[src/rtl/uart_tx_fifo_ctrl.sv]
// rtl/uart_tx_fifo_ctrl.sv - byte FIFO and dispatch FSM feeding the UART transmitter
module uart_tx_fifo_ctrl #(
  parameter int DATA_WIDTH = 8,
  parameter int DEPTH      = 8,
  localparam int AW        = $clog2(DEPTH),
  localparam int CW        = AW + 1
) (
  input  logic                  clk,
  input  logic                  rst,
  input  logic                  wr_en_i,
  input  logic [DATA_WIDTH-1:0] wr_data_i,
  input  logic                  clr_overflow_i,
  input  logic                  tx_done_i,
  output logic                  tx_send_o,
  output logic [DATA_WIDTH-1:0] tx_data_o,
  output logic                  full_o,
  output logic                  empty_o,
  output logic [CW-1:0]         count_o,
  output logic                  busy_o,
  output logic                  overflow_o
);

  typedef enum logic [1:0] {
    IDLE      = 2'd0,
    POP       = 2'd1,
    SEND      = 2'd2,
    WAIT_DONE = 2'd3
  } state_t;

  state_t                state_q;
  state_t                state_d;
  logic [DATA_WIDTH-1:0] mem [DEPTH];
  logic [AW-1:0]         wr_ptr;
  logic [AW-1:0]         rd_ptr;
  logic [CW-1:0]         count;
  logic                  push;
  logic                  pop;
  logic                  drop;

  // Fullness is judged on the current count, so a pop in the same cycle
  // never makes room for a push.
  assign full_o   = (count == CW'(DEPTH));
  assign empty_o  = (count == '0);
  assign count_o  = count;
  assign busy_o   = (state_q != IDLE) || !empty_o;
  assign push     = wr_en_i && !full_o;
  assign drop     = wr_en_i && full_o;
  assign pop      = (state_q == POP);

  // Storage array; deliberately not reset, contents are qualified by count.
  always_ff @(posedge clk) begin
    if (push) begin
      mem[wr_ptr] <= wr_data_i;
    end
  end

  // Pointers wrap naturally because DEPTH is a power of two.
  always_ff @(posedge clk or negedge rst) begin
    if (!rst) begin
      wr_ptr <= '0;
      rd_ptr <= '0;
    end else begin
      if (push) wr_ptr <= wr_ptr + 1'b1;
      if (pop)  rd_ptr <= rd_ptr + 1'b1;
    end
  end

  // Occupancy counter; simultaneous push and pop cancel out.
  always_ff @(posedge clk or negedge rst) begin
    if (!rst) begin
      count <= '0;
    end else begin
      case ({push, pop})
        2'b10:   count <= count + 1'b1;
        2'b01:   count <= count - 1'b1;
        default: count <= count;
      endcase
    end
  end

  // Output byte register, only updated by a pop so it holds through SEND/WAIT_DONE.
  always_ff @(posedge clk or negedge rst) begin
    if (!rst) begin
      tx_data_o <= '0;
    end else if (pop) begin
      tx_data_o <= mem[rd_ptr];
    end
  end

  // Sticky overflow; a dropped push in the same cycle as a clear keeps it set.
  always_ff @(posedge clk or negedge rst) begin
    if (!rst) begin
      overflow_o <= 1'b0;
    end else if (drop) begin
      overflow_o <= 1'b1;
    end else if (clr_overflow_i) begin
      overflow_o <= 1'b0;
    end
  end

  // State register with the registered send strobe, high exactly while in SEND.
  always_ff @(posedge clk or negedge rst) begin
    if (!rst) begin
      state_q   <= IDLE;
      tx_send_o <= 1'b0;
    end else begin
      state_q   <= state_d;
      tx_send_o <= (state_d == SEND);
    end
  end

  // Next-state logic; tx_done_i only matters while waiting for the transmitter.
  always_comb begin
    state_d = state_q;
    case (state_q)
      IDLE:      if (!empty_o) state_d = POP;
      POP:       state_d = SEND;
      SEND:      state_d = WAIT_DONE;
      WAIT_DONE: if (tx_done_i) state_d = IDLE;
      default:   state_d = IDLE;
    endcase
  end

endmodule

[config.mk]
export PLATFORM = sky130hd
export DESIGN_NAME = uart_tx_fifo_ctrl
export DESIGN_NICKNAME = d
export VERILOG_FILES = /design/src/rtl/uart_tx_fifo_ctrl.sv
export SDC_FILE = /design/constraint.sdc
export NUM_CORES = 1
export LEC_CHECK = 0
export BUFFER_PORTS_ARGS = -buffer_cell sky130_fd_sc_hd__buf_4
export CAP_MARGIN = 20
export CORE_MARGIN = 2
export CORE_UTILIZATION = 25
export CTS_CLUSTER_SIZE = 8
export DETAILED_ROUTE_END_ITERATION = 10
export GPL_TIMING_DRIVEN = 0
export PLACE_DENSITY_LB_ADDON = 0.3
export SYNTH_ARGS = -nofsm -noshare
export SYNTH_HDL_FRONTEND = slang
export SYNTH_SLANG_ARGS = --single-unit
[constraint.sdc]
create_clock -name clk -period 4 [get_ports clk]
set_clock_uncertainty 0.2 [all_clocks]
set_input_delay 0.2 -clock clk [delete_from_list [all_inputs] [get_ports clk]]
set_output_delay 0.2 -clock clk [all_outputs]
set_load 0.005 [all_outputs]
# After elaboration in Yosys (flattened, before gate mapping)
# Memories as Yosys holds them, arrays and structs flattened. A register that Yosys moved wholly into a read port is not among the register bits.
# Index checks and enable logic that the tools add are counted.
# totals
output_inout_bits	17
n_memories	1
register_bits	14
mem_bits_rw	64
# mem_list
name	words	width	rd	rd_clocked_by_memory_dff	wr	line_no	rtl
mem	8	8	1	1	1	32	logic [DATA_WIDTH-1:0] mem [DEPTH];
# classes
n_mux	8
eq_ne	7
reduce_logical	11
n_addsub	4
# op_table
operator	n
equality test 2 bit (second input constant)	4
one-hot mux 2 bit (4 select lines)	1
one-hot mux 4 bit (2 select lines)	1
adder 3 x 1 -> 3 bit (second input constant)	2
nonzero test 2 bit	3
adder 4 x 1 -> 4 bit (second input constant)	1
equality test 2 x 1 -> 1 bit (second input constant)	2
equality test 4 bit (second input constant)	1
logical NOT 4 bit	1
two-way mux 1 bit	4
two-way mux 2 bit	2
subtractor 4 x 1 -> 4 bit (second input constant)	1
logical NOT 1 bit	3
logical AND 1 bit	2
logical NOT 2 bit	1
logical OR 1 bit	1

# Depth between registers and ports, before layout
# logic_depth
word_depth	5
depth_mapped	10
depth_no_buf	10

# Least setup slack after synthesis
# No wires, ideal clock.
# synth_timing
path_kind	register -> register
start	register count[2], in the netlist count_o[2]
end	register count[2], in the netlist count_o[2]
path_buffers	0
required_ps	3669
arrival_ps	2002
setup_slack_ps	1667
synth_period_minus_slack_ps	2333
stages_incl_launch_ff	11
path_cell_list	dfrtp_1 -> nor4b_4 -> nor2b_2 -> inv_1 -> ha_1 -> xor2_1 -> ha_1 -> a21oi_1 -> xor2_1 -> nor2_1 -> xor2_1
# synth_between
elab_chain_cells	5
# synth_lines
item	line_no	rtl
start, declared	35	logic [CW-1:0] count;
start signal, assigned	74	2'b10: count <= count + 1'b1;
start signal, assigned	75	2'b01: count <= count - 1'b1;
start signal, assigned	76	default: count <= count;
equality test 4 bit *	42	assign full_o = (count == CW'(DEPTH));
named net full_o	16	output logic full_o,
logical NOT 1 bit *	46	assign push = wr_en_i && !full_o;
logical AND 1 bit *	46	
equality test 2 x 1 -> 1 bit / equality test 2 bit (equally long branches)	73	case ({push, pop})
one-hot mux 4 bit (2 select lines) / nonzero test 2 bit (equally long branches)	--	
# The timed path passes the listed nets; every way through them passes the cells marked *.
# A chain may end at the register's enable or synchronous reset.

# Worst setup path in the final report
# layout_timing
start	register state_q[1]
end	register count[2], in the netlist count_o[2]
# layout_between
elab_chain_cells	3
# layout_lines
item	line_no	rtl
start, declared	30	state_t state_q;
start signal, assigned	107	state_q <= state_d;
equality test 2 x 1 -> 1 bit *	48	assign pop = (state_q == POP);
equality test 2 x 1 -> 1 bit / equality test 2 bit (equally long branches)	73	
one-hot mux 4 bit (2 select lines) / nonzero test 2 bit (equally long branches)	--	
# Mark *: on every way between the ends. The rest lies on a longest branch, timed or not.

==> results_dict.tcl <==
set metrics [dict create \
    power_switching_share_pct 32.79 \
    htreeDepth 3 \
    synth_nets 251 \
    hp-class "primary input to register" \
    numCtsBuffers 9 \
    ioPinCount 30 \
    wl_um 7391 \
    total_power_w 0.003091 \
    viasPerCell 4.191 \
    rsz0062_at_grt "false" \
    syn-cell-area_um2 3496 \
    clock.fmax_mhz 364.2 \
    die_x_um 122.3 \
    first_global_vias 1940 \
    ir_worst_vdd_uv 191.4 \
    cts_buffer_depth 2 \
    grt_remaining_overflow 0 \
    antenna_found_initial 0 \
    yosys_warnings 0 \
    cp-start-kind "register" \
    crit_path_max_incr_delay_ns 0.55 \
    finalInstanceArea_um2 4354 \
    nets 303 \
    cts_sinks 86 \
    ant_nets 0 \
    clkLatencyLatePin_ns 0.34 \
    vias 1970 \
    crit_path_end_kind "register" \
    crit_fanout 12 \
    worst_pin_slew_ns 0.9930 \
    critPathSlowestCell "clkbuf_1" \
    synth_cell_type_count 31 \
    p_int_w 0.002077 \
    netlist_instances 233 \
    placementRows 43 \
    place_area_um2 3949 \
    avgRoutedWirePerCell_um 15.73 \
    period_needed_ns 2.745 \
    fin_tns_setup_ns 0 \
    critical_path.cell_chain "nand2b_1 > inv_1 > clkbuf_1 > ha_1 > xor2_1 > ha_1 > a21oi_1 > xor2_1 > nor2_1 > xor2_1" \
    drive_gt1_share_pct 19.66 \
    drt_iter0_drc 85 \
    p_seq_share_pct 42.4 \
    start_util_pct 25.38 \
    synth_area_per_cell_um2 15.00 \
    clkPwrFrac_pct 25.5 \
    holdWs_ns 0.09807 \
    crit_required_ns 4.01 \
    core_area_um2 13770 \
    first_pass_iters 4 \
    clkTransAtPathRegs_ns 0.06 \
    die_h_um 122.3 \
    p_per_area_nw_per_um2 709.8 \
    gp_congestion 0.6946 \
    placement.io_buffers 29 \
    cpMostUsedCell "xor2_1" \
    grt_max_degree 23 \
    area_delta_synth_final_pct 24.55 \
    p_comb_share_pct 32.1 \
    fin_crit_sh_pct 68.64 \
    dp_hpwl_um 4547 \
    hold_depth 4 \
    fillCellCount 1402 \
    r2r_cells 10 \
    grt_use_total_pct 10.71 \
    cts_setup_buffers 0 \
    die_area_um2 14950 \
    cts_tree "done" \
    maxSlewViolCount 0 \
    synth-seq-cells 86 \
    cts-root-buf "clkbuf_16" \
    grt_pass1_wl_um 11220 \
    regArea_um2 2472 \
    post-route-drc-count 0 \
    maxCapViolCount 0 \
    multiInputGateArea_um2 964.7 \
    max-slew-margin-rel_pct 33.56 \
    outcome "finished clean" \
    p_sw_w 0.001013 \
    hold_violations 0 \
    crit_type "register to register" \
    antenna_cells 0 \
    p_leak_nw 1.694 \
    fin_util_pct 31.61 \
    critPathArrivalTime_ns 2.76 \
    setup_viol 0 \
    seq_area_frac_synth_pct 70.72 \
]
timing repair:
item	4_1_cts	5_1_grt
endpoints found under the hold margin	89	0
hold buffers	12	0
resized for setup	0	0
registers in the layout (all words and copies together) (netlist names):
register / cells
state_q: 2
mem: 64
wr_ptr: 3
tx_send_o: 1
rd_ptr: 3
count_o: 4
tx_data_o: 8
overflow_o: 1
through the flow:
stage,setup WS [ns],std cells
floorplan,1.667,233
global placement,1.221,442
detailed placement,1.220,442
CTS,1.188,470
global route,1.057,470
finish,1.255,470
power groups by stage:
| stage | clock network, W | registers, W | logic, W |
|---|---|---|---|
| 2_1_floorplan | 0 | 0.00130 | 0.000648 |
| 3_3_place_gp | 0 | 0.00132 | 0.000984 |
| 3_5_place_dp | 0 | 0.00133 | 0.00100 |
| 4_1_cts | 0.000816 | 0.00131 | 0.00102 |
| 5_1_grt | 0.000854 | 0.00134 | 0.00111 |
| 6_report | 0.000788 | 0.00131 | 0.000991 |
synth_stat cells:
cell type   n  area, um2
a21oi_1     2      10.01
a22oi_1    16      120.1
a31oi_1     1      6.260
and2_1      1      6.260
and2b_1     1      7.510
and2b_2     2      17.52
and3_1      1      6.260
buf_2       1      5.000
buf_4       2      15.01
buf_6       2      22.52
clkbuf_1    4      15.01
dfrtp_1    22      550.5
edfxtp_1   64       1922
ha_1        5      62.56
inv_1       3      11.26
mux2_2      1      11.26
mux2i_1    32      320.3
nand2_1    32      120.1
nand2b_1    4      25.02
nand3_1     8      40.04
nor2_1     10      37.54
nor2b_1     2      12.51
nor2b_2     1      8.760
nor3_1      2      10.01
nor4_1      1      6.260
nor4b_4     1      23.77
o21ai_0     2      10.01
o32ai_2     1      16.27
or3_1       1      6.260
xnor2_1     4      35.03
xor2_1      4      35.03
cell usage in the layout (no fill, tap or decap), drive strengths merged:
master,instances
edfxtp,64
buf,34
nand2,32
mux2i,32
dfrtp,22
a22oi,16
clkbuf,16
dlygate4sd3,12
nor2,10
nand3,8
ha,5
nand2b,4
xor2,4
xnor2,4
inv,4
nor2b,3
and2b,3
o21ai,2
nor3,2
a21oi,2
clkinvlp,2
nor4,1
and3,1
nor4b,1
and2,1
mux2,1
a31oi,1
or3,1
o32ai,1
clkinv,1
final cells by class:
cell class	instances	share of cell area [%]
Clock inverter	4	0.6609
Tap cell	180	5.172
Clock buffer	12	5.891
Buffer	9	1.322
Sequential cell	86	56.78
Timing Repair Buffer	41	7.759
Inverter	3	0.2586
Multi-Input combinational cell	135	22.16
worst max-delay path, delay by kind of cell (launching register included):
kind                     cells  cell delay [ns]
XOR/XNOR                     3             0.43
adder cells (fa/ha/maj)      2             0.59
buffers and inverters        2             0.62
AO/OA/AOI/OAI                1             0.16
AND/OR/NAND/NOR              2             0.23
flip-flops                   1             0.40
final timing paths:
check                                    startpoint                       end  slack (ns)
hold / removal                              wr_en_i     wr_ptr[1]$_DFFE_PN0P_         0.1
setup reg to reg               state_q[1]$_DFF_PN0_    count_o[2]$_DFFE_PN0P_        1.25
min in group asynchronous                       rst    count_o[0]$_DFFE_PN0P_        0.11
max in group asynchronous                       rst  tx_data_o[0]$_DFFE_PN0P_        3.24
hold reg to reg            tx_data_o[3]$_DFFE_PN0P_  tx_data_o[3]$_DFFE_PN0P_        0.28
setup / recovery               state_q[1]$_DFF_PN0_    count_o[2]$_DFFE_PN0P_        1.25
metal layers:
layer  track usage [%]  wire, um  vias up
met5                 0         0        -
met4             4.741       120        0
met3             2.974       242        9
met2             17.57      3685       29
met1             13.19      3342      974
li1                  -         -      958
cell families (layout without fill, tap and decap cells):
family	after synthesis	count (layout)	synth area share, %
compound gates	22	22	4.653
xor+xnor	8	8	2.004
fa+ha+maj	5	5	1.790
buf+inv	12	69	1.968
flops	86	86	70.72
mux	33	33	9.485
simple gates	67	67	9.378
(Power assumes the default switching activity.)
